File: config.mk
export PLATFORM = sky130hd
export DESIGN_NAME = multicycle_control
export DESIGN_NICKNAME = d
export VERILOG_FILES = /design/src/rtl/multicycle_control.sv
export SDC_FILE = /design/constraint.sdc
export NUM_CORES = 1
export LEC_CHECK = 0
export ABC_AREA = 1
export CAP_MARGIN = 10
export CORE_MARGIN = 1.5
export CORE_UTILIZATION = 37
export DETAILED_ROUTE_END_ITERATION = 7
export GPL_ROUTABILITY_DRIVEN = 0
export PLACE_DENSITY = 0.85
export SYNTH_ARGS = -nofsm -noshare
export SYNTH_HDL_FRONTEND = slang
export SYNTH_SLANG_ARGS = --single-unit
File: constraint.sdc
create_clock -name clk -period 4.3 [get_ports clk]
set_input_delay 0.86 -clock clk [delete_from_list [all_inputs] [get_ports clk]]
set_output_delay 0.86 -clock clk [all_outputs]
set_load 0.005 [all_outputs]
File: src/rtl/multicycle_control.sv
// Multicycle RV32 control FSM: fetch/decode/execute/memory/writeback sequencing and datapath selects.
// Optional macro FENCE_NOP_EN: decode FENCE as a legal no-op that retires through WRITEBACK.
module multicycle_control #(
    parameter int NUM_REGS = 16
) (
    input  logic        clk,
    input  logic        rst,
    input  logic [31:0] instr,
    input  logic        mem_ready,
    input  logic        branch_taken,
    output logic        ir_we,
    output logic        pc_we,
    output logic        pc_sel,
    output logic [2:0]  imm_sel,
    output logic [3:0]  alu_operation,
    output logic [1:0]  alu_a_sel,
    output logic        alu_b_sel,
    output logic        regfile_we,
    output logic [1:0]  wb_sel,
    output logic        mem_req,
    output logic        mem_we,
    output logic [1:0]  mem_size,
    output logic        mem_unsigned,
    output logic        illegal_instr,
    output logic        halted
);
    typedef enum logic [2:0] {FETCH, DECODE, EXECUTE, MEMORY, WRITEBACK, TRAP} state_t;

    localparam logic [6:0] OPC_LUI      = 7'b0110111;
    localparam logic [6:0] OPC_AUIPC    = 7'b0010111;
    localparam logic [6:0] OPC_JAL      = 7'b1101111;
    localparam logic [6:0] OPC_JALR     = 7'b1100111;
    localparam logic [6:0] OPC_BRANCH   = 7'b1100011;
    localparam logic [6:0] OPC_LOAD     = 7'b0000011;
    localparam logic [6:0] OPC_STORE    = 7'b0100011;
    localparam logic [6:0] OPC_OP_IMM   = 7'b0010011;
    localparam logic [6:0] OPC_OP       = 7'b0110011;
    localparam logic [6:0] OPC_MISC_MEM = 7'b0001111;
    localparam logic [6:0] OPC_SYSTEM   = 7'b1110011;
    localparam logic [5:0] NREG         = 6'(NUM_REGS);

    state_t      state, state_nxt;
    logic        illegal_q, illegal_set;
    logic [6:0]  opcode, funct7;
    logic [2:0]  funct3;
    logic [4:0]  rd, rs1, rs2;
    logic        legal, uses_rd, uses_rs1, uses_rs2, reg_bad;
    logic        is_load, is_store, is_branch, is_jump, is_fence;

    assign opcode    = instr[6:0];
    assign rd        = instr[11:7];
    assign funct3    = instr[14:12];
    assign rs1       = instr[19:15];
    assign rs2       = instr[24:20];
    assign funct7    = instr[31:25];
    assign is_load   = opcode == OPC_LOAD;
    assign is_store  = opcode == OPC_STORE;
    assign is_branch = opcode == OPC_BRANCH;
    assign is_jump   = (opcode == OPC_JAL) || (opcode == OPC_JALR);
    assign is_fence  = opcode == OPC_MISC_MEM;

    // Encoding legality plus which register fields the instruction actually reads/writes.
    always_comb begin
        legal    = 1'b0;
        uses_rd  = 1'b0;
        uses_rs1 = 1'b0;
        uses_rs2 = 1'b0;
        case (opcode)
            OPC_LUI, OPC_AUIPC, OPC_JAL: begin
                legal   = 1'b1;
                uses_rd = 1'b1;
            end
            OPC_JALR: begin
                legal    = funct3 == 3'b000;
                uses_rd  = 1'b1;
                uses_rs1 = 1'b1;
            end
            OPC_BRANCH: begin
                legal    = (funct3 != 3'b010) && (funct3 != 3'b011);
                uses_rs1 = 1'b1;
                uses_rs2 = 1'b1;
            end
            OPC_LOAD: begin
                legal    = (funct3 != 3'b011) && (funct3 != 3'b110) && (funct3 != 3'b111);
                uses_rd  = 1'b1;
                uses_rs1 = 1'b1;
            end
            OPC_STORE: begin
                legal    = funct3 <= 3'b010;
                uses_rs1 = 1'b1;
                uses_rs2 = 1'b1;
            end
            OPC_OP_IMM: begin
                case (funct3)
                    3'b001:  legal = funct7 == 7'b0000000;
                    3'b101:  legal = (funct7 == 7'b0000000) || (funct7 == 7'b0100000);
                    default: legal = 1'b1;
                endcase
                uses_rd  = 1'b1;
                uses_rs1 = 1'b1;
            end
            OPC_OP: begin
                legal    = (funct7 == 7'b0000000) ||
                           ((funct7 == 7'b0100000) && ((funct3 == 3'b000) || (funct3 == 3'b101)));
                uses_rd  = 1'b1;
                uses_rs1 = 1'b1;
                uses_rs2 = 1'b1;
            end
            OPC_MISC_MEM: begin
`ifdef FENCE_NOP_EN
                legal = funct3 == 3'b000;
`else
                legal = 1'b0;
`endif
            end
            default: legal = 1'b0;
        endcase
    end

    assign reg_bad = (uses_rd  && ({1'b0, rd}  >= NREG)) ||
                     (uses_rs1 && ({1'b0, rs1} >= NREG)) ||
                     (uses_rs2 && ({1'b0, rs2} >= NREG));

    always_ff @(posedge clk) begin
        if (rst) begin
            state     <= FETCH;
            illegal_q <= 1'b0;
        end else begin
            state <= state_nxt;
            if (illegal_set) illegal_q <= 1'b1;
        end
    end

    assign illegal_instr = illegal_q & ~rst;

    // Everything stays at its zero default while rst is high.
    always_comb begin
        state_nxt     = state;
        illegal_set   = 1'b0;
        ir_we         = 1'b0;
        pc_we         = 1'b0;
        pc_sel        = 1'b0;
        imm_sel       = 3'd0;
        alu_operation = 4'd0;
        alu_a_sel     = 2'd0;
        alu_b_sel     = 1'b0;
        regfile_we    = 1'b0;
        wb_sel        = 2'd0;
        mem_req       = 1'b0;
        mem_we        = 1'b0;
        mem_size      = 2'd0;
        mem_unsigned  = 1'b0;
        halted        = 1'b0;
        if (!rst) begin
            case (state)
                FETCH: begin
                    mem_req  = 1'b1;
                    mem_size = 2'd2;
                    if (mem_ready) begin
                        ir_we     = 1'b1;
                        state_nxt = DECODE;
                    end
                end
                DECODE: begin
                    if (opcode == OPC_SYSTEM) begin
                        state_nxt = TRAP;
                    end else if (!legal || reg_bad) begin
                        state_nxt   = TRAP;
                        illegal_set = 1'b1;
                    end else begin
                        state_nxt = EXECUTE;
                    end
                end
                EXECUTE: begin
                    case (opcode)
                        OPC_OP:     alu_operation = {instr[30], funct3};
                        OPC_OP_IMM: begin
                            alu_b_sel     = 1'b1;
                            alu_operation = (funct3 == 3'b101) ? {instr[30], funct3} : {1'b0, funct3};
                        end
                        OPC_LUI:    begin imm_sel = 3'd3; alu_a_sel = 2'd2; alu_b_sel = 1'b1; end
                        OPC_AUIPC:  begin imm_sel = 3'd3; alu_a_sel = 2'd1; alu_b_sel = 1'b1; end
                        OPC_JAL:    begin imm_sel = 3'd4; alu_a_sel = 2'd1; alu_b_sel = 1'b1; end
                        OPC_BRANCH: begin imm_sel = 3'd2; alu_a_sel = 2'd1; alu_b_sel = 1'b1; end
                        OPC_STORE:  begin imm_sel = 3'd1; alu_b_sel = 1'b1; end
                        OPC_JALR, OPC_LOAD: alu_b_sel = 1'b1;
                        default: ;
                    endcase
                    if (is_jump || (is_branch && branch_taken)) begin
                        pc_we  = 1'b1;
                        pc_sel = 1'b1;
                    end
                    if (is_branch)                  state_nxt = FETCH;
                    else if (is_load || is_store)   state_nxt = MEMORY;
                    else                            state_nxt = WRITEBACK;
                end
                MEMORY: begin
                    mem_req      = 1'b1;
                    mem_we       = is_store;
                    mem_size     = funct3[1:0];
                    mem_unsigned = funct3[2];
                    if (mem_ready) begin
                        if (is_store) begin
                            pc_we     = 1'b1;
                            state_nxt = FETCH;
                        end else begin
                            state_nxt = WRITEBACK;
                        end
                    end
                end
                WRITEBACK: begin
                    // A FENCE can only land here when it is enabled as a no-op.
                    regfile_we = ~is_fence;
                    wb_sel     = is_load ? 2'd1 : (is_jump ? 2'd2 : 2'd0);
                    pc_we      = ~is_jump;
                    state_nxt  = FETCH;
                end
                TRAP:    halted = 1'b1;
                default: state_nxt = FETCH;
            endcase
        end
    end
endmodule

==> results.sh, run 1 <==
export IMPL_layout_commonest_cell="clkdlybuf4s50_1"
export IMPL_cts_htree_levels=1
export IMPL_p_int_mw=0.1194
export IMPL_ioPinCount=59
export IMPL_core_area_sq_mm=0.002022
export IMPL_path_max_fanout=4
export IMPL_final_cell_mix="clkdlybuf4s50_1 (46), nand2_1 (41), nor2_1 (35)"
export IMPL_period_minus_slack_ns=3.812
export IMPL_synth_nets=202
export IMPL_routedWlPerCell_um=10.88
export IMPL_multi_input_area_sq_um=625.6
export IMPL_cts_hold_buf=0
export IMPL_cts_tree="yes"
export IMPL_setup_viol=0
export IMPL_vias=1222
export IMPL_grt_max_degree=11
export IMPL_dp_cells=238
export IMPL_max_slew_margin_pct=70.34
export IMPL_clock_sinks=4
export IMPL_drtPass1Iterations=4
export IMPL_drc_errors=0
export IMPL_grt_pass1_vias=1087
export IMPL_clock_fmax_mhz=262.3
export IMPL_clk_latency_ns=0.24
export IMPL_drv_slew=0
export IMPL_layout_drive_gt1_share_pct=10.28
export IMPL_dpl_hpwl_mm=2.197
export IMPL_nNetsFinal=252
export IMPL_rows=16
export IMPL_fillerInstances=200
export IMPL_dieWidth_um=50.03
export IMPL_clockBufferDepth=2
export IMPL_wirelength_mm=2.621
export IMPL_yosysSeqAreaShare_pct=9.786
export IMPL_hold_viol_final=0
export IMPL_r2r_start="state[1]$_SDFFE_PP0P_"
export IMPL_status="complete, no violations"
export IMPL_synth_seq_cells=4
export IMPL_clock_skew_ns=0.0005041
export IMPL_cp_arrival_ns=2.95
export IMPL_worstPathRequired_ns=3.44
export IMPL_rr_endpoint="state[0]$_SDFFE_PP0P_"
export IMPL_maxCapViolations=0
export IMPL_hold_slack_ns=0.4582
export IMPL_startpoint="instr[3]"
export IMPL_vdd_ir_drop_max_v=0.0001606
export IMPL_crit_end="alu_operation[3]"
export IMPL_gr_usage_all_layers_pct=21.98
export IMPL_p_sw_share_pct=35.68
export IMPL_ys_warn_count=0
export IMPL_cp_end_kind="output port"
export IMPL_leakagePower_nw=0.6006
export IMPL_crit_path_start_kind="input port"
export IMPL_first_iter_violations=43
export IMPL_syn_cell_area_sq_um=818.3
export IMPL_grt_overflow=0
export IMPL_clkPwrFrac_pct=26.2
export IMPL_cellPowerDensity_mw_per_mm2=139.5
export IMPL_ff_latch_area_sq_um=80.08
export IMPL_rsz0062_at_grt="no"
export IMPL_seq_power_share_pct=24.7
export IMPL_clk_pin_slew_ns=0.04
export IMPL_tns_ns=0
export IMPL_start_util_pct=40.47
export IMPL_die_area_sq_mm=0.002503
export IMPL_insertedDiodeCount=0
export IMPL_hold_path_depth=2
export IMPL_cts_buffers=3
export IMPL_p_switching_mw=0.06625
export IMPL_grt_antenna_before_repair=0
export IMPL_final_util_pct=65.84
export IMPL_top_usage_layer="met2"
export IMPL_post_route_period_util_pct=88.66
export IMPL_grtUsageMet2_pct=36.62
export IMPL_combPwrFrac_pct=49.2
export IMPL_avgSynthCellArea_sq_um=4.929
export IMPL_ys_types=24
export IMPL_via_per_inst=5.071
export IMPL_ctsRootBufferMaster="clkbuf_4"
export IMPL_worst_r2r_cell_count=8
export IMPL_synthCells=166
export IMPL_final_cells=241
export IMPL_die_h_um=50.03
export IMPL_postCtsSetupRepairBufs=0
export IMPL_grt_pass1_wl_mm=4.436
export IMPL_worst_slew_pin_slew_ns=0.4337
export IMPL_met3_usage_pct=4.848
export IMPL_use_met1_pct=27.74
export IMPL_p_total_mw=0.1857
export IMPL_antenna_left=0
export IMPL_critPathKind="in2out"
export IMPL_portBuffers=46
export IMPL_r2r_slack_ns=2.99
export IMPL_area_growth_pct=62.69
export IMPL_hp_class="reg2reg"
export IMPL_cts_resized_gates=0
-- power by group through the flow --
stage | logic (mW) | registers (mW) | clock network, mW
final | 0.0913 | 0.0458 | 0.0486
after global placement | 0.0886 | 0.0457 | 0
after global routing | 0.102 | 0.0464 | 0.0525
after detailed placement | 0.0905 | 0.0464 | 0
after CTS | 0.0912 | 0.0457 | 0.0506
after floorplan | 0.0457 | 0.0454 | 0
-- routing by layer --
| layer | vias to the layer above | part of all wire [%] |
|---|---|---|
| met3 | 2 | 8.2 |
| met5 | - | 0 |
| met4 | 0 | 0.69 |
| met2 | 63 | 47 |
| li1 | 631 | - |
| met1 | 526 | 44 |
-- worst max-delay path, stage by stage --
cell and delay, ns:
clkdlybuf4s50_1 0.47, inv_1 0.11, nand2_1 0.05, nor2_1 0.23, nand2_1 0.18, a2111oi_0 0.47
clkdlybuf4s50_1 0.58
-- cell families after synthesis --
group	after synthesis	synth area share, %
AOI/OAI and AO/OA	26	20.34
DFF	4	9.786
buffers and inverters	30	13.76
and+or+nand+nor	106	56.12
-- registers in the layout (all words and copies together), names as in the netlist --
register	flops
illegal_q	1
state	3
-- how the worst min path moves through the flow --
stage,from,endpoint,slack (ns)
6_report,illegal_q$_SDFFE_PP0P_,illegal_q$_SDFFE_PP0P_,0.46
5_1_grt,illegal_q$_SDFFE_PP0P_,illegal_q$_SDFFE_PP0P_,0.51
4_1_cts,illegal_q$_SDFFE_PP0P_,illegal_q$_SDFFE_PP0P_,0.47
3_5_place_dp,illegal_q$_SDFFE_PP0P_,illegal_q$_SDFFE_PP0P_,0.46
3_3_place_gp,illegal_q$_SDFFE_PP0P_,illegal_q$_SDFFE_PP0P_,0.45
2_1_floorplan,illegal_q$_SDFFE_PP0P_,illegal_q$_SDFFE_PP0P_,0.44
-- final cells by class --
cell class	count	share of cell area (%)
Multi-Input combinational cell	132	46.99
Timing Repair Buffer	46	34.59
Inverter	29	8.177
Sequential cell	4	6.015
Tap cell	27	2.538
Clock buffer	3	1.692
-- cell usage after synthesis (all sizes together) --
library cell / instances / area (sq um)
a2111oi: 1 / 8.760
a211oi: 3 / 22.52
a21boi: 1 / 11.26
a21oi: 11 / 62.56
a22oi: 1 / 7.510
a31oi: 1 / 6.260
clkbuf: 1 / 3.750
dfxtp: 4 / 80.08
inv: 29 / 108.9
nand2: 44 / 172.7
nand3: 11 / 65.06
nand3b: 1 / 7.510
nand4: 3 / 18.77
nor2: 38 / 150.2
nor3: 9 / 45.04
o21ai: 7 / 38.78
o32ai: 1 / 8.760
-- stage by stage --
stage | instance area [sq um] | worst slack, ns
5_1_grt | 1331 | 0.3706
3_5_place_dp | 1309 | 0.4330
3_3_place_gp | 1309 | 0.5882
6_report | 1331 | 0.4877
4_1_cts | 1331 | 0.4248
2_1_floorplan | 818.3 | 1.687
(Power assumes the default switching activity.)
==> inputs of run 2 (changes only) <==
--- a/config.mk
+++ b/config.mk
@@ -7,11 +7,14 @@
 export LEC_CHECK = 0
 export ABC_AREA = 1
 export CAP_MARGIN = 10
+export CELL_PAD_IN_SITES_DETAIL_PLACEMENT = 1
+export CELL_PAD_IN_SITES_GLOBAL_PLACEMENT = 2
+export CORE_ASPECT_RATIO = 1.4
 export CORE_MARGIN = 1.5
-export CORE_UTILIZATION = 37
+export CORE_UTILIZATION = 15
 export DETAILED_ROUTE_END_ITERATION = 7
 export GPL_ROUTABILITY_DRIVEN = 0
-export PLACE_DENSITY = 0.85
+export PLACE_DENSITY_LB_ADDON = 0.1
 export SYNTH_ARGS = -nofsm -noshare
 export SYNTH_HDL_FRONTEND = slang
 export SYNTH_SLANG_ARGS = --single-unit
==> run 2 against run 1 <==
Net effect:
- worst hold slack barely moved
- via count grew 0.49%
- maximum frequency down 0.22%
- clock power grew 63%
- combinational power increased by 3.9%
- clock-buffer cell count unchanged
- non-clock buffer count rose by 2
- sequential cell count did not move
- register-to-register slack got worse by 0.02 ns
- power is 19% higher
- global-route usage shrank 9.2 points
- final area increased by 6.2%
- critical path type unchanged
- critical endpoint unchanged
- largest cell class unchanged
==> results.sh, run 2 (same netlist as run 1, synthesis figures left out) <==
export IMPL_status="complete, no violations"
export IMPL_worstPathRequired_ns=3.44
export IMPL_die_h_um=90.39
export IMPL_first_iter_violations=9
export IMPL_grt_pass1_wl_mm=6.037
export IMPL_die_area_sq_mm=0.005913
export IMPL_setup_viol=0
export IMPL_dieWidth_um=65.42
export IMPL_rr_endpoint="state[2]$_SDFFE_PP0P_"
export IMPL_nNetsFinal=254
export IMPL_fillerInstances=703
export IMPL_wirelength_mm=3.626
export IMPL_ioPinCount=59
export IMPL_timing_final_ws_setup_ns=0.4795
export IMPL_path_buf_inv=3
export IMPL_drc_errors=0
export IMPL_maxCapViolations=0
export IMPL_period_minus_slack_ns=3.820
export IMPL_dp_slack_ns=0.4542
export IMPL_multi_input_area_sq_um=625.6
export IMPL_portBuffers=46
export IMPL_cp_arrival_ns=2.96
export IMPL_largest_register="state"
export IMPL_rsz0062_at_grt="no"
export IMPL_postCtsSetupRepairBufs=0
export IMPL_cts_tree="yes"
export IMPL_largest_reg_flops=3
export IMPL_via_per_inst=4.355
export IMPL_core_area_sq_mm=0.005197
export IMPL_worst_r2r_cell_count=8
export IMPL_cellPowerDensity_mw_per_mm2=156.0
export IMPL_design_area_sq_mm=0.001414
export IMPL_post_route_period_util_pct=88.85
export IMPL_layout_commonest_cell="clkdlybuf4s50_1"
export IMPL_final_util_pct=27.20
export IMPL_crit_end="alu_operation[3]"
export IMPL_grt_overflow=0
export IMPL_hold_slack_ns=0.4585
export IMPL_clk_pin_slew_ns=0.03
export IMPL_grt_pass1_vias=1338
export IMPL_max_stage_delay_ns=0.60
export IMPL_cts_buffers=3
export IMPL_routedWlPerCell_um=12.86
export IMPL_grt_antenna_before_repair=0
export IMPL_drtPass1Iterations=3
export IMPL_startpoint="instr[3]"
export IMPL_biggestRegsByFlops="state: 3 flops, illegal_q: 1 flops"
export IMPL_r2r_slack_ns=2.97
export IMPL_placed_area_sq_mm=0.001373
export IMPL_start_util_pct=15.74
export IMPL_hp_start="illegal_q$_SDFFE_PP0P_"
export IMPL_cts_resized_gates=0
export IMPL_crit_family="buffers and inverters"
export IMPL_dpl_hpwl_mm=3.237
export IMPL_leakagePower_nw=0.6174
export IMPL_area_growth_pct=72.78
export IMPL_path_depth=7
export IMPL_antenna_left=0
export IMPL_grt_max_degree=10
export IMPL_clock_fmax_mhz=261.7
export IMPL_critPathKind="in2out"
export IMPL_hold_viol_final=0
export IMPL_drv_slew=0
export IMPL_vias=1228
export IMPL_cp_slowest_cell="clkdlybuf4s50_1"
export IMPL_cts_htree_levels=1
export IMPL_path_max_fanout=4
export IMPL_clock_sinks=4
export IMPL_rows=31
export IMPL_cts_hold_buf=0
export IMPL_crit_path_start_kind="input port"
export IMPL_ff_latch_area_sq_um=80.08
export IMPL_clock_skew_ns=0.001449
export IMPL_gr_usage_all_layers_pct=12.76
export IMPL_worst_slew_pin_slew_ns=0.4199
export IMPL_hp_class="reg2reg"
export IMPL_layout_drive_gt1_share_pct=11.11
export IMPL_clk_latency_ns=0.22
export IMPL_cp_end_kind="output port"
export IMPL_max_slew_margin_pct=71.28
export IMPL_tns_ns=0
export IMPL_r2r_start="state[1]$_SDFFE_PP0P_"
export IMPL_vdd_ir_drop_max_v=0.00004678
export IMPL_cp_cell_sequence="clkdlybuf4s50_1 -> inv_1 -> nand2_1 -> nor2_1 -> nand2_1 -> a2111oi_0 -> clkdlybuf4s50_1"
export IMPL_ctsRootBufferMaster="clkbuf_8"
export IMPL_insertedDiodeCount=0
export IMPL_final_cell_mix="clkdlybuf4s50_1 (46), nand2_1 (41), nor2_1 (35)"
export IMPL_clockBufferDepth=2
-- run 2: cell types whose count changed in the layout (fill, tap and decap cells not counted) --
cell,previous run,this run
clkbuf_4,3,0
buf_4,0,2
clkbuf_8,0,3
-- run 2: per-layer routing --
layer / vias to the layer above / global-route usage, % / share of wire [%] / routed length, um
met5: - / 0 / 0 / 0
met2: 19 / 26.96 / 60 / 2183
li1: 634 / - / - / -
met1: 573 / 13.07 / 38 / 1366
met4: 0 / 3.125 / 0.47 / 17
met3: 2 / 0 / 1.6 / 58
-- run 2: cell type report --
cell class                      count  share of cell area [%]
Clock buffer                        3                   2.920
Tap cell                           66                   5.841
Timing Repair Buffer               48                   33.63
Sequential cell                     4                   5.664
Multi-Input combinational cell    132                   44.25
Inverter                           29                   7.699
-- run 2: metrics by stage --
step | instances | power (mW)
after global routing | 282 | 0.2394
after CTS | 282 | 0.2250
after floorplan | 166 | 0.09110
after detailed placement | 279 | 0.1433
after global placement | 279 | 0.1415
final | 282 | 0.2206
-- run 2: worst min-delay path, delay by kind of cell, from the launching register on --
family / cells / cell delay (ns)
AOI/OAI and AO/OA: 1 / 0.06
buffers and inverters: 1 / 0.06
DFF: 1 / 0.29
-- run 2: worst min-delay path by stage --
stage / to / cells after the start
4_1_cts: illegal_q$_SDFFE_PP0P_ / 2
3_5_place_dp: illegal_q$_SDFFE_PP0P_ / 2
2_1_floorplan: illegal_q$_SDFFE_PP0P_ / 2
3_3_place_gp: illegal_q$_SDFFE_PP0P_ / 2
5_1_grt: illegal_q$_SDFFE_PP0P_ / 2
6_report: illegal_q$_SDFFE_PP0P_ / 2
-- run 2: where the power goes --
part / leakage, nW / internal [mW] / switching, mW / total (mW)
registers: 0.0328 / 0.0423 / 0.00401 / 0.0463
clock network: 0.0216 / 0.0597 / 0.0197 / 0.0794
logic: 0.563 / 0.0466 / 0.0483 / 0.0949
==> inputs of run 3 (changes only) <==
--- a/config.mk
+++ b/config.mk
@@ -14,6 +14,7 @@
 export CORE_UTILIZATION = 15
 export DETAILED_ROUTE_END_ITERATION = 7
 export GPL_ROUTABILITY_DRIVEN = 0
+export GPL_TIMING_DRIVEN = 0
 export PLACE_DENSITY_LB_ADDON = 0.1
 export SYNTH_ARGS = -nofsm -noshare
 export SYNTH_HDL_FRONTEND = slang
==> constraint.sdc (replaced) <==
create_clock -name clk -period 4.3 [get_ports clk]
set_input_delay 0.43 -clock clk [delete_from_list [all_inputs] [get_ports clk]]
set_output_delay 0.43 -clock clk [all_outputs]
set_load 0.005 [all_outputs]
==> run 3 against run 2 <==
Net effect:
- sequential power about the same
- critical path depth increased by 3
- routed wire length decreased by 0.77%
- sequential share of layout area increased by 0.087 points
- via count increased by 0.73%
- combinational power decreased by 0.8%
- utilization decreased by 0.41 points
- clock-buffer cell count unchanged
- non-clock buffer count decreased by 2
- final area decreased by 1.5%
- maximum frequency increased by 29%
- die area unchanged
==> results.sh, run 3 (same netlist as run 1, synthesis figures left out) <==
export IMPL_status="complete, no violations"
export IMPL_cts_hold_buf=0
export IMPL_layout_drive_gt1_share_pct=10.28
export IMPL_clk_latency_ns=0.23
export IMPL_drtPass1Iterations=3
export IMPL_die_h_um=90.39
export IMPL_placed_area_sq_mm=0.001351
export IMPL_gr_usage_all_layers_pct=12.58
export IMPL_clock_fmax_mhz=338.9
export IMPL_critPathKind="in2out"
export IMPL_cp_slowest_cell="clkdlybuf4s50_1"
export IMPL_worstPathRequired_ns=3.87
export IMPL_rows=31
export IMPL_largest_reg_flops=3
export IMPL_cts_buffers=3
export IMPL_area_growth_pct=70.18
export IMPL_post_route_period_util_pct=68.62
export IMPL_r2r_start="state[1]$_SDFFE_PP0P_"
export IMPL_start_util_pct=15.74
export IMPL_cp_end_kind="output port"
export IMPL_startpoint="instr[1]"
export IMPL_leakagePower_nw=0.6057
export IMPL_cts_tree="yes"
export IMPL_worst_slew_pin_slew_ns=0.4696
export IMPL_fillerInstances=697
export IMPL_postCtsSetupRepairBufs=0
export IMPL_grt_overflow=0
export IMPL_core_area_sq_mm=0.005197
export IMPL_layout_commonest_cell="clkdlybuf4s50_1"
export IMPL_max_stage_delay_ns=0.50
export IMPL_cellPowerDensity_mw_per_mm2=161.6
export IMPL_final_cell_mix="clkdlybuf4s50_1 (45), nand2_1 (41), nor2_1 (35)"
export IMPL_rr_endpoint="state[0]$_SDFFE_PP0P_"
export IMPL_insertedDiodeCount=0
export IMPL_ioPinCount=59
export IMPL_clock_sinks=4
export IMPL_grt_max_degree=11
export IMPL_path_max_fanout=5
export IMPL_grt_pass1_vias=1356
export IMPL_path_depth=10
export IMPL_die_area_sq_mm=0.005913
export IMPL_wirelength_mm=3.598
export IMPL_cts_htree_levels=1
export IMPL_grt_pass1_wl_mm=5.940
export IMPL_worst_r2r_cell_count=8
export IMPL_maxCapViolations=0
export IMPL_tns_ns=0
export IMPL_period_minus_slack_ns=2.951
export IMPL_ctsRootBufferMaster="clkbuf_8"
export IMPL_portBuffers=45
export IMPL_cp_arrival_ns=2.52
export IMPL_crit_path_start_kind="input port"
export IMPL_clockBufferDepth=2
export IMPL_max_slew_margin_pct=68.69
export IMPL_drv_slew=0
export IMPL_dieWidth_um=65.42
export IMPL_clk_pin_slew_ns=0.03
export IMPL_crit_end="pc_we"
export IMPL_design_area_sq_mm=0.001393
export IMPL_crit_family="buffers and inverters"
export IMPL_dpl_hpwl_mm=3.193
export IMPL_routedWlPerCell_um=12.85
export IMPL_drc_errors=0
export IMPL_rsz0062_at_grt="no"
export IMPL_setup_viol=0
export IMPL_hold_viol_final=0
export IMPL_via_per_inst=4.418
export IMPL_clock_skew_ns=0.0002360
export IMPL_r2r_slack_ns=2.94
export IMPL_cts_resized_gates=0
export IMPL_first_iter_violations=19
export IMPL_hp_class="reg2reg"
export IMPL_path_buf_inv=4
export IMPL_antenna_left=0
export IMPL_biggestRegsByFlops="state: 3 flops, illegal_q: 1 flops"
export IMPL_vdd_ir_drop_max_v=0.00006528
export IMPL_grt_antenna_before_repair=0
export IMPL_nNetsFinal=252
export IMPL_largest_register="state"
export IMPL_vias=1237
export IMPL_cp_cell_sequence="clkdlybuf4s50_1 -> nand2_1 -> inv_2 -> nand2_1 -> nor2_1 -> inv_1 -> o32ai_1 -> a31oi_1 -> nor2_1 -> clkdlybuf4s50_1"
[run 3: layout make-up]
class                   instances  area (sq um)  area share [%]
multi-input cells             132         625.6           44.92
repair buffers                 45         450.4           32.34
inverters                      29         108.9           7.817
well taps                      66         82.58           5.930
flip-flops and latches          4         80.08           5.750
clock buffers                   3         41.29           2.965
plain buffers                   1         3.754          0.2695
[run 3: per-stage QoR]
stage / std cells / power (mW) / util, % / setup WS, ns / hold WS [ns]
after floorplan: 166 / 0.09110 / - / 2.547 / 0.4365
after global placement: 277 / 0.1404 / 26.00 / 1.299 / 0.4479
after global routing: 280 / 0.2385 / 26.79 / 1.118 / 0.4889
final: 280 / 0.2250 / 26.79 / 1.349 / 0.4550
after detailed placement: 277 / 0.1424 / 26.00 / 1.305 / 0.4531
after CTS: 280 / 0.2286 / 26.79 / 1.304 / 0.4587
[run 3: worst min path at each step]
stage,start,endpoint,slack (ns),depth (start not counted)
after floorplan,illegal_q$_SDFFE_PP0P_,illegal_q$_SDFFE_PP0P_,0.44,2
after global placement,illegal_q$_SDFFE_PP0P_,illegal_q$_SDFFE_PP0P_,0.45,2
after detailed placement,illegal_q$_SDFFE_PP0P_,illegal_q$_SDFFE_PP0P_,0.45,2
after CTS,illegal_q$_SDFFE_PP0P_,illegal_q$_SDFFE_PP0P_,0.46,2
after global routing,illegal_q$_SDFFE_PP0P_,illegal_q$_SDFFE_PP0P_,0.49,2
final,illegal_q$_SDFFE_PP0P_,illegal_q$_SDFFE_PP0P_,0.46,2
[run 3: power breakdown]
| part | internal, mW | switching [mW] |
|---|---|---|
| sequential | 0.0422 | 0.00377 |
| combinational | 0.0454 | 0.0487 |
| clock | 0.0601 | 0.0248 |
[run 3: routing by layer]
metal / share of wire, % / vias to the layer above / global-route usage (%) / wire, um
li1: - / 631 / - / -
met4: 1.3 / 0 / 3.646 / 45
met3: 2.4 / 5 / 0.4988 / 87
met2: 60 / 22 / 26.28 / 2171
met5: 0 / - / 0 / 0
met1: 36 / 579 / 12.61 / 1293
[run 3: tightest hold or removal path: cells and delay by family, from the launching register on]
family,cells,cell delay (ns)
AO/OA/AOI/OAI,1,0.06
buffers and inverters,1,0.06
flip-flops,1,0.29
